File: src/rtl/arb_pkg.sv
// Shared types and helpers for the SRAM port arbiter: FSM state encoding, the statistics
// counter width, and the round-robin start-index helper.
package arb_pkg;

  typedef enum logic [0:0] {StIdle, StLocked} arb_state_e;

  localparam int unsigned StatsWidth = 16;

  // Index at which a round-robin search begins, given the last winner.
  function automatic int unsigned rr_next_idx(int unsigned ptr, int unsigned n);
    return (ptr + 1 >= n) ? 0 : ptr + 1;
  endfunction

endpackage

File: src/rtl/sram_port_arbiter_if.sv
// Requester-side bus of the SRAM port arbiter: packed per-requester commands plus grant and
// broadcast read-return signals.
interface sram_port_arbiter_if #(
  parameter int unsigned Nums_Req   = 3,
  parameter int unsigned Addr_Width = 4,
  parameter int unsigned Data_Width = 8
);
  logic [Nums_Req-1:0]            Req;
  logic [Nums_Req-1:0]            Lock;
  logic [Nums_Req-1:0]            Wr;
  logic [Nums_Req*Addr_Width-1:0] Addr_In;
  logic [Nums_Req*Data_Width-1:0] WData_In;
  logic [Nums_Req-1:0]            Grant;
  logic [Nums_Req-1:0]            RValid;
  logic [Data_Width-1:0]          RData;

  modport master (
    output Req, Lock, Wr, Addr_In, WData_In,
    input  Grant, RValid, RData
  );

  modport slave (
    input  Req, Lock, Wr, Addr_In, WData_In,
    output Grant, RValid, RData
  );
endinterface

File: src/rtl/rr_pick.sv
// Combinational masked round-robin picker: lowest set request at or above the start index,
// wrapping to the lowest set request overall.
module rr_pick
  import arb_pkg::*;
#(
  parameter int unsigned Nums_Req = 3,
  parameter int unsigned Id_Width = 2
) (
  input  logic [Nums_Req-1:0] req,
  input  logic [Id_Width-1:0] ptr,
  output logic [Nums_Req-1:0] onehot,
  output logic [Id_Width-1:0] idx,
  output logic                any
);
  int unsigned         start;
  logic [Nums_Req-1:0] hi_mask;
  logic [Nums_Req-1:0] sel;
  logic                found;

  always_comb begin
    start   = rr_next_idx(int'(ptr), Nums_Req);
    hi_mask = '0;
    for (int i = 0; i < int'(Nums_Req); i++) begin
      hi_mask[i] = (i >= int'(start));
    end
    sel    = (|(req & hi_mask)) ? (req & hi_mask) : req;
    onehot = '0;
    idx    = '0;
    found  = 1'b0;
    for (int i = 0; i < int'(Nums_Req); i++) begin
      if (sel[i] && !found) begin
        found     = 1'b1;
        onehot[i] = 1'b1;
        idx       = Id_Width'(i);
      end
    end
    any = |req;
  end

endmodule

File: src/rtl/sram_port_arbiter.sv
// Shares one single-port SRAM among Nums_Req requesters with round-robin arbitration,
// burst lock and registered SRAM command/read return. ARB_STATS_EN adds grant/conflict counters.
module sram_port_arbiter
  import arb_pkg::*;
#(
  parameter int unsigned Addr_Width   = 4,
  parameter int unsigned Data_Width   = 8,
  parameter int unsigned Nums_Req     = 3,
  parameter int unsigned Read_Latency = 1,
  parameter int unsigned Max_Burst    = 16,
  parameter int unsigned Id_Width     = 2
) (
  input  logic                  clk,
  input  logic                  rst_n,
  sram_port_arbiter_if.slave    bus,
  output logic                  En_Chip_Select,
  output logic                  En_Read,
  output logic                  En_Write,
  output logic [Addr_Width-1:0] Addr_Out,
  output logic [Data_Width-1:0] WData_Out,
  input  logic [Data_Width-1:0] Mem_RData,
  output logic [Id_Width-1:0]   Owner,
  output logic                  Locked
`ifdef ARB_STATS_EN
  ,
  output logic [Nums_Req*StatsWidth-1:0] Grant_Count,
  output logic [StatsWidth-1:0]          Conflict_Count
`endif
);
  localparam int unsigned Depth  = Read_Latency + 1;
  localparam int unsigned BurstW = $clog2(Max_Burst + 1);

  arb_state_e          state_q, state_d;
  logic [Id_Width-1:0] rr_q, rr_d, owner_q, owner_d, blk_id_q, blk_id_d;
  logic [BurstW-1:0]   burst_q, burst_d;
  logic                blk_q, blk_d;

  logic [Nums_Req-1:0] pick_oh, grant;
  logic [Id_Width-1:0] pick_idx, acc_idx;
  logic                pick_any, accept, wr_sel;

  logic [Depth-1:0]                pipe_v;
  logic [Depth-1:0][Id_Width-1:0]  pipe_id;
  logic [Nums_Req-1:0]             rvalid_q;
  logic [Data_Width-1:0]           rdata_q;

  rr_pick #(
    .Nums_Req (Nums_Req),
    .Id_Width (Id_Width)
  ) u_rr_pick (
    .req    (bus.Req),
    .ptr    (rr_q),
    .onehot (pick_oh),
    .idx    (pick_idx),
    .any    (pick_any)
  );

  always_comb begin
    grant    = '0;
    acc_idx  = pick_idx;
    state_d  = state_q;
    rr_d     = rr_q;
    owner_d  = owner_q;
    burst_d  = burst_q;
    blk_d    = blk_q;
    blk_id_d = blk_id_q;
    unique case (state_q)
      StIdle: begin
        if (pick_any) begin
          grant = pick_oh;
          rr_d  = pick_idx;
          blk_d = 1'b0;
          // A requester just force-released may not re-lock on its first accept back.
          if (bus.Lock[pick_idx] && !(blk_q && blk_id_q == pick_idx)) begin
            if (Max_Burst > 1) begin
              state_d = StLocked;
              owner_d = pick_idx;
              burst_d = BurstW'(1);
            end else begin
              blk_d    = 1'b1;
              blk_id_d = pick_idx;
            end
          end
        end
      end
      StLocked: begin
        acc_idx = owner_q;
        if (bus.Req[owner_q]) begin
          grant[owner_q] = 1'b1;
          burst_d        = burst_q + 1'b1;
          if (!bus.Lock[owner_q]) begin
            state_d = StIdle;
          end else if (32'(burst_q) + 1 == Max_Burst) begin
            state_d  = StIdle;
            blk_d    = 1'b1;
            blk_id_d = owner_q;
          end
        end else begin
          state_d = StIdle;
        end
      end
      default: state_d = StIdle;
    endcase
  end

  assign accept    = |grant;
  assign wr_sel    = bus.Wr[acc_idx];
  assign bus.Grant = rst_n ? grant : '0;

  always_ff @(posedge clk or negedge rst_n) begin
    if (!rst_n) begin
      state_q  <= StIdle;
      rr_q     <= Id_Width'(Nums_Req - 1);
      owner_q  <= '0;
      burst_q  <= '0;
      blk_q    <= 1'b0;
      blk_id_q <= '0;
    end else begin
      state_q  <= state_d;
      rr_q     <= rr_d;
      owner_q  <= owner_d;
      burst_q  <= burst_d;
      blk_q    <= blk_d;
      blk_id_q <= blk_id_d;
    end
  end

  always_ff @(posedge clk or negedge rst_n) begin
    if (!rst_n) begin
      En_Chip_Select <= 1'b0;
      En_Read        <= 1'b0;
      En_Write       <= 1'b0;
      Addr_Out       <= '0;
      WData_Out      <= '0;
      pipe_v         <= '0;
      pipe_id        <= '0;
      rvalid_q       <= '0;
      rdata_q        <= '0;
    end else begin
      En_Chip_Select <= accept;
      En_Read        <= accept & ~wr_sel;
      En_Write       <= accept & wr_sel;
      Addr_Out  <= accept ? bus.Addr_In[int'(acc_idx)*Addr_Width +: Addr_Width] : '0;
      WData_Out <= accept ? bus.WData_In[int'(acc_idx)*Data_Width +: Data_Width] : '0;
      pipe_v[0]  <= accept & ~wr_sel;
      pipe_id[0] <= acc_idx;
      for (int k = 1; k < int'(Depth); k++) begin
        pipe_v[k]  <= pipe_v[k-1];
        pipe_id[k] <= pipe_id[k-1];
      end
      rvalid_q <= '0;
      if (pipe_v[Depth-1]) begin
        rvalid_q[pipe_id[Depth-1]] <= 1'b1;
        rdata_q                    <= Mem_RData;
      end
    end
  end

  assign bus.RValid = rvalid_q;
  assign bus.RData  = rdata_q;
  assign Owner      = owner_q;
  assign Locked     = (state_q == StLocked);

`ifdef ARB_STATS_EN
  logic [StatsWidth-1:0] gcnt_q [Nums_Req];
  logic [StatsWidth-1:0] conf_q;

  always_ff @(posedge clk or negedge rst_n) begin
    if (!rst_n) begin
      for (int i = 0; i < int'(Nums_Req); i++) gcnt_q[i] <= '0;
      conf_q <= '0;
    end else begin
      for (int i = 0; i < int'(Nums_Req); i++) begin
        if (grant[i] && gcnt_q[i] != '1) gcnt_q[i] <= gcnt_q[i] + 1'b1;
      end
      if ($countones(bus.Req) >= 2 && conf_q != '1) conf_q <= conf_q + 1'b1;
    end
  end

  for (genvar g = 0; g < int'(Nums_Req); g++) begin : g_stats
    assign Grant_Count[g*StatsWidth +: StatsWidth] = gcnt_q[g];
  end
  assign Conflict_Count = conf_q;
`endif

endmodule

File: src/flat_wrapper.sv
// flat-port wrapper written by rule: the top's interface ports become plain ports
module sram_port_arbiter_flat import arb_pkg::*;
#(
  parameter int unsigned Addr_Width   = 4,
  parameter int unsigned Data_Width   = 8,
  parameter int unsigned Nums_Req     = 3,
  parameter int unsigned Read_Latency = 1,
  parameter int unsigned Max_Burst    = 16,
  parameter int unsigned Id_Width     = 2
)
  (clk, rst_n, En_Chip_Select, En_Read, En_Write, Addr_Out, WData_Out, Mem_RData, Owner, Locked, bus_Req, bus_Lock, bus_Wr, bus_Addr_In, bus_WData_In, bus_Grant, bus_RValid, bus_RData);
  sram_port_arbiter_if #(.Nums_Req(Nums_Req), .Addr_Width(Addr_Width), .Data_Width(Data_Width)) bus_i ();
  input  logic clk;
  input  logic rst_n;
  output logic En_Chip_Select;
  output logic En_Read;
  output logic En_Write;
  output logic [Addr_Width-1:0] Addr_Out;
  output logic [Data_Width-1:0] WData_Out;
  input  logic [Data_Width-1:0] Mem_RData;
  output logic [Id_Width-1:0] Owner;
  output logic Locked;
  input wire logic [$bits(bus_i.Req)-1:0] bus_Req;
  input wire logic [$bits(bus_i.Lock)-1:0] bus_Lock;
  input wire logic [$bits(bus_i.Wr)-1:0] bus_Wr;
  input wire logic [$bits(bus_i.Addr_In)-1:0] bus_Addr_In;
  input wire logic [$bits(bus_i.WData_In)-1:0] bus_WData_In;
  output wire logic [$bits(bus_i.Grant)-1:0] bus_Grant;
  output wire logic [$bits(bus_i.RValid)-1:0] bus_RValid;
  output wire logic [$bits(bus_i.RData)-1:0] bus_RData;
  assign bus_i.Req = bus_Req;
  assign bus_i.Lock = bus_Lock;
  assign bus_i.Wr = bus_Wr;
  assign bus_i.Addr_In = bus_Addr_In;
  assign bus_i.WData_In = bus_WData_In;
  assign bus_Grant = bus_i.Grant;
  assign bus_RValid = bus_i.RValid;
  assign bus_RData = bus_i.RData;
  sram_port_arbiter #(.Addr_Width(Addr_Width), .Data_Width(Data_Width), .Nums_Req(Nums_Req), .Read_Latency(Read_Latency), .Max_Burst(Max_Burst), .Id_Width(Id_Width)) u_core (.clk(clk), .rst_n(rst_n), .bus(bus_i), .En_Chip_Select(En_Chip_Select), .En_Read(En_Read), .En_Write(En_Write), .Addr_Out(Addr_Out), .WData_Out(WData_Out), .Mem_RData(Mem_RData), .Owner(Owner), .Locked(Locked));
endmodule
File: config.mk
export PLATFORM = sky130hd
export DESIGN_NAME = sram_port_arbiter_flat
export DESIGN_NICKNAME = d
export VERILOG_FILES = /design/src/rtl/arb_pkg.sv /design/src/rtl/sram_port_arbiter_if.sv /design/src/rtl/rr_pick.sv /design/src/rtl/sram_port_arbiter.sv /design/src/flat_wrapper.sv
export SDC_FILE = /design/constraint.sdc
export NUM_CORES = 1
export LEC_CHECK = 0
export CORE_MARGIN = 4
export CORE_UTILIZATION = 30
export DETAILED_ROUTE_END_ITERATION = 6
export PLACE_DENSITY = 0.66
export SETUP_SLACK_MARGIN = 0.4
export SYNTH_ARGS = -nofsm -noshare
export SYNTH_HDL_FRONTEND = slang
export SYNTH_SLANG_ARGS = --single-unit
File: constraint.sdc
create_clock -name clk -period 2.7 [get_ports clk]
set_input_delay 0.54 -clock clk [delete_from_list [all_inputs] [get_ports clk]]
set_output_delay 0.54 -clock clk [all_outputs]
set_load 0.02 [all_outputs]
==> metrics.cfg, run 1 <==
[outcome]
status = completed

[floorplan]
start_util = 0.315
coreArea_mm2 = 0.00785
die-area_mm2 = 0.00974
die_height_um = 98.7
rows = 32
die_w_um = 98.7
ios = 87

[route]
drtIter0Drc = 106
vias_per_cell = 4.97
antenna_left = 0
dr.pass1.iters = 4
wl_per_cell_um = 15.1
drt-total-wl_um = 7010
drc = 0
vias = 2304

[final_layout]
antenna_cells = 0
area_growth_pct = 46.9
final_common_cell = clkdlybuf4s50_1
finalNetCount = 418
final_cell_mix = clkdlybuf4s50_1, dfrtp_1, a21oi_1, nand2_1
fin_util = 0.462
drive_above_1_share = 0.144

[critical_path]
reg2reg_depth = 6
worstPathRequired_ns = 2.16
path_max_fanout = 7
start_kind = register
crit_buf_inv = 1
max_stage_delay_ns = 0.63
critPathCaptureType = primary output
slowest_stage = dfstp_2
arrival_ns = 1.59
rrSetupSlack_ns = 0.66
r2r-start = u_core.Owner[0]
crit_type = reg -> out
r2r_end = u_core.blk_id_q[1]
path_cells = a21oi_2 -> o21ai_2 -> nor2_1 -> o21a_1 -> buf_2
crit_family = flip-flops

[cts]
cts_buffer_depth = 2
cts_max_level = 2
cts_inserted_buffers = 5
clk_latency_ns = 0.30
cts.sinks = 44
cts_tree = done
cts-root-buf = clkbuf_8
clk_pin_slew_ns = 0.08

[synth]
synth_fp_nets = 324
synth_seq_area_share = 0.447
syn_area_mm2 = 0.00247
synth-edff-count = 0
ys.warnings.count = 0
synthArstFlopShare = 1.00
synth_cell_types = 42
synthCells = 267
synth_seq_cells = 44
synth_ff_type = dfrtp_1
synth.avg_cell_area_um2 = 9.25

[sta]
worst_pin_slew_ns = 0.574
whs_ns = 0.0966
slew_headroom = 0.617
fin_crit_sh = 0.791
final_max_slew_viol_count = 0
finalSetupViolations = 0
rsz0062_at_grt = false
fmax_ghz = 0.469
setup_ws_ns = 0.566
clock_skew_ns = 0.00771
finalCriticalPeriod_ns = 2.13
hold_viol = 0

[flow_run]
max_cap_violations = 0

[global_routing]
grt_pass1_vias = 2401
grt_pass1_wl_um = 11800
gr-usage-all-layers = 0.149
grt_antenna_before_repair = 0
grt_max_degree = 34
overflow = 0

[power_and_ir_drop]
leakage_nw = 1.54
powerDensity_mw_per_mm2 = 1030
peakVddDrop_mv = 0.344
p_total_mw = 3.73

[placed_design]
gp_congestion = 0.818
pre_cts_ws_ns = -0.0786
io_buffers = 86
dp_hpwl_um = 5250

[worst_hold_path]
hp-class = in -> async

## logic make-up after synthesis
group / synth area share
DFF: 0.447
AOI/OAI and AO/OA: 0.276
and+or+nand+nor: 0.134
muxes: 0.0679
buffers and inverters: 0.0588
adders and majority gates: 0.0101
xor gates and xnor gates: 0.00710
## where the power goes
part	leakage (nW)	internal, mW	switching [mW]
logic	0.952	1.03	1.10
clock network	0.0434	0.207	0.233
registers	0.547	0.942	0.210
## sequential cells by signal (all words and copies together), names as in the netlist
| register | cells |
|---|---|
| u_core.burst_q | 5 |
| u_core.En_Chip_Select | 1 |
| u_core.En_Write | 1 |
| u_core.bus.RValid | 3 |
| u_core.WData_Out | 8 |
| u_core.Locked | 1 |
| u_core.rr_q | 2 |
| u_core.Addr_Out | 4 |
| u_core.Owner | 2 |
| u_core.pipe_id | 4 |
| u_core.blk_q | 1 |
| u_core.bus.RData | 8 |
| u_core.pipe_v | 2 |
| u_core.blk_id_q | 2 |
## synthesized netlist by cell type, types with 2 or more instances
library cell,count,area share
dfrtp_1,43,0.44
a21oi_1,29,0.059
nand2_1,21,0.032
inv_1,19,0.029
nor2_1,19,0.029
o22ai_1,18,0.046
o21a_1,16,0.049
a22oi_1,13,0.040
clkbuf_1,13,0.020
mux2_2,10,0.046
o21ai_0,8,0.016
and2_1,6,0.015
buf_2,5,0.010
mux2i_1,4,0.016
nand3_1,4,0.0081
a21o_1,3,0.0091
nand2b_1,3,0.0076
nor3b_1,3,0.0091
o31ai_1,3,0.0091
and3b_1,2,0.0071
ha_1,2,0.010
nor2b_1,2,0.0051
o21bai_1,2,0.0061
## layout make-up
cell class              instances  area, um2
clock buffers                   6       82.6
well taps                     102        128
multi-input cells             186       1230
fillers                       790       4220
inverters                      19       71.3
flip-flops and latches         44       1100
clock inverters                 2       15.0
repair buffers                105        993
## routing by layer
metal / wire length (um) / GRT usage
met1: 3220 / 0.196
met2: 3360 / 0.246
met3: 323 / 0.0304
met4: 100 / 0.0452
met5: 0 / 0
## timing repair
item | CTS | global route
setup endpoints to repair | 11 | 5
resized for setup | 15 | 5
setup buffers | 0 | 0
hold endpoints to repair | 0 | 0
pin swaps | 1 | 2
hold buffers | 0 | 0
## metrics by stage
stage	area (um2)	TNS, ns	cells
final	3630	0	464
after global routing	3630	0	464
after CTS	3600	0	464
after detailed placement	3520	-0.182	456
after global placement	3520	-0.101	456
after floorplan	2470	0	267
## worst max-delay path by stage
stage / start / endpoint / slack [ns] / cells past startpoint
5_1_grt: u_core.rr_q[1] / bus_Grant[2] / 0.45 / 5
2_1_floorplan: bus_Req[2] / bus_Grant[1] / 0.46 / 6
3_5_place_dp: bus_Req[1] / bus_Grant[1] / -0.08 / 6
4_1_cts: bus_Req[2] / bus_Grant[1] / 0.36 / 6
6_report: u_core.rr_q[1] / bus_Grant[2] / 0.57 / 5
3_3_place_gp: bus_Req[1] / bus_Grant[2] / -0.05 / 6
Power figures use the tool's default switching activity.
==> inputs of run 2 (changes only) <==
--- a/config.mk
+++ b/config.mk
@@ -8,7 +8,7 @@
 export CORE_MARGIN = 4
 export CORE_UTILIZATION = 30
 export DETAILED_ROUTE_END_ITERATION = 6
-export PLACE_DENSITY = 0.66
+export PLACE_DENSITY = 0.68
 export SETUP_SLACK_MARGIN = 0.4
 export SYNTH_ARGS = -nofsm -noshare
 export SYNTH_HDL_FRONTEND = slang
==> constraint.sdc (replaced) <==
create_clock -name clk -period 1.8 [get_ports clk]
set_input_delay 0.36 -clock clk [delete_from_list [all_inputs] [get_ports clk]]
set_output_delay 0.36 -clock clk [all_outputs]
set_load 0.02 [all_outputs]
==> run 2 against run 1 <==
Against the previous run: the flow now finishes with violations (setup timing); non-clock buffer count is 54 higher; largest power group unchanged; global-route usage is 2.3 points higher; sequential cell count stayed put; count of clock-buffer cells in the layout stayed put; routed wire length is 21% higher; first-iteration DRC count is 14% higher; register-to-register slack worse by 0.78 ns; sequential power is 48% higher; clock skew is 0.0025 ns higher; clock power is 50% higher; sequential share of layout area is 5.7 points lower.
==> metrics.cfg, run 2 (synthesis gave the netlist of run 1 again) <==
[cts]
cts_buffer_depth = 2
cts_max_level = 2
cts_tree = done
clk_latency_ns = 0.30
cts-root-buf = clkbuf_8
clk_pin_slew_ns = 0.09
cts_inserted_buffers = 5
cts.sinks = 44

[final_layout]
finalNonFillerCells = 518
antenna_cells = 0
area_growth_pct = 80.9
drive_above_1_share = 0.377
num-fill-cells = 684
final_cell_mix = clkdlybuf4s50_1, buf_4, dfrtp_1, dlygate4sd2_1, buf_6
final_common_cell = clkdlybuf4s50_1
finalNetCount = 472

[critical_path]
crit_type = reg -> reg
max_stage_delay_ns = 0.63
arrival_ns = 2.14
crit_family = flip-flops
path_cells = nor2b_4 -> a2bb2oi_4 -> buf_6 -> xor2_2 -> a311oi_4 -> buf_6 -> mux2i_1
cpMostUsedCell = buf_6
crit_buf_inv = 2
critPathCaptureType = register
worstPathRequired_ns = 2.03
path_max_fanout = 7
start_kind = register
slowest_stage = dfstp_2

[power_and_ir_drop]
p_total_mw = 6.94
peakVddDrop_mv = 0.764
powerDensity_mw_per_mm2 = 1550
leakage_nw = 2.00

[placed_design]
io_buffers = 86
gp_congestion = 0.819
dp.cells = 482
dp_hpwl_um = 5550

[sta]
finalCriticalPeriod_ns = 1.92
rsz0062_at_grt = true
fin_tns_setup_ns = -0.852
finalSetupViolations = 15
hold_viol = 0
whs_ns = 0.0955
fin_crit_sh = 1.06
clock_skew_ns = 0.0102
slew_headroom = 0.733
fmax_ghz = 0.522
setup_ws_ns = -0.116
worst_pin_slew_ns = 0.401
final_max_slew_viol_count = 0

[route]
vias_per_cell = 5.07
dr.pass1.iters = 5
drtIter0Drc = 121
antenna_left = 0
vias = 2624
wl_per_cell_um = 16.4
drc = 0
drt-total-wl_um = 8490

[floorplan]
die_height_um = 98.7
ios = 87
die_w_um = 98.7
coreArea_mm2 = 0.00785
die-area_mm2 = 0.00974
start_util = 0.315
rows = 32

[global_routing]
gr-usage-all-layers = 0.172
grt_pass1_vias = 2806
grt_antenna_before_repair = 0
grt_pass1_wl_um = 13600
grt_max_degree = 33
overflow = 0

[outcome]
status = complete, but fails checks
violations = setup timing

[flow_run]
max_cap_violations = 0

[worst_hold_path]
hp-class = in -> async

## run 2: what timing repair did
action,4_1_cts,5_1_grt
buffers inserted,21,4
pin swaps,37,16
setup endpoints to repair,62,38
gates cloned,2,0
endpoints found under the hold margin,2,0
hold buffers,1,0
resized for setup,133,27
## run 2: worst paths after layout
check	startpoint	endpoint	slack [ns]	cells past startpoint
min in group clk	u_core.pipe_id[0]	u_core.pipe_id[2]	0.37	0
max in group asynchronous	rst_n	u_core.burst_q[4]	1.14	2
hold / removal	rst_n	u_core.rr_q[1]	0.1	1
hold reg to reg	u_core.pipe_id[0]	u_core.pipe_id[2]	0.37	0
setup reg to reg	u_core.rr_q[1]	u_core.Owner[0]	-0.12	7
setup / recovery	u_core.rr_q[1]	u_core.Owner[0]	-0.12	7
## run 2: metal layers
metal	wire length (um)	global-route usage	vias up	part of all wire
met3	380	0.0304	18	0.045
met4	126	0.0441	0	0.015
met2	4370	0.307	88	0.51
li1	-	-	1242	-
met5	0	0	-	0
met1	3610	0.214	1276	0.43
## run 2: area by class of cell
cell class	instances	area, um2	area share
multi-input cells	186	1530	0.343
inverters	19	73.8	0.0165
clock buffers	6	82.6	0.0185
flip-flops and latches	44	1110	0.248
well taps	102	128	0.0286
clock inverters	2	15.0	0.00336
repair buffers	159	1530	0.342
## run 2: metrics by stage
| stage | worst slack (ns) | area, um2 | util |
|---|---|---|---|
| detailed placement | -0.694 | 3760 | 0.480 |
| CTS | -0.116 | 4310 | 0.550 |
| global placement | -0.687 | 3760 | 0.480 |
| global route | -0.176 | 4470 | 0.569 |
| floorplan | -0.0458 | 2540 | - |
| finish | -0.116 | 4470 | 0.569 |
## run 2: report_power, final
| part | leakage, nW | switching [mW] | internal [mW] | total [mW] |
|---|---|---|---|---|
| clock | 0.0434 | 0.349 | 0.311 | 0.660 |
| sequential | 0.544 | 0.280 | 1.42 | 1.70 |
| combinational | 1.41 | 2.24 | 2.34 | 4.59 |
==> inputs of run 3 (changes only) <==
--- a/config.mk
+++ b/config.mk
@@ -7,6 +7,7 @@
 export LEC_CHECK = 0
 export CORE_MARGIN = 4
 export CORE_UTILIZATION = 30
+export CTS_BUF_LIST = sky130_fd_sc_hd__clkbuf_8
 export DETAILED_ROUTE_END_ITERATION = 6
 export PLACE_DENSITY = 0.68
 export SETUP_SLACK_MARGIN = 0.4
==> results of run 3 <==
No change in the layout: final DEF, timing and power equal those of run 2.
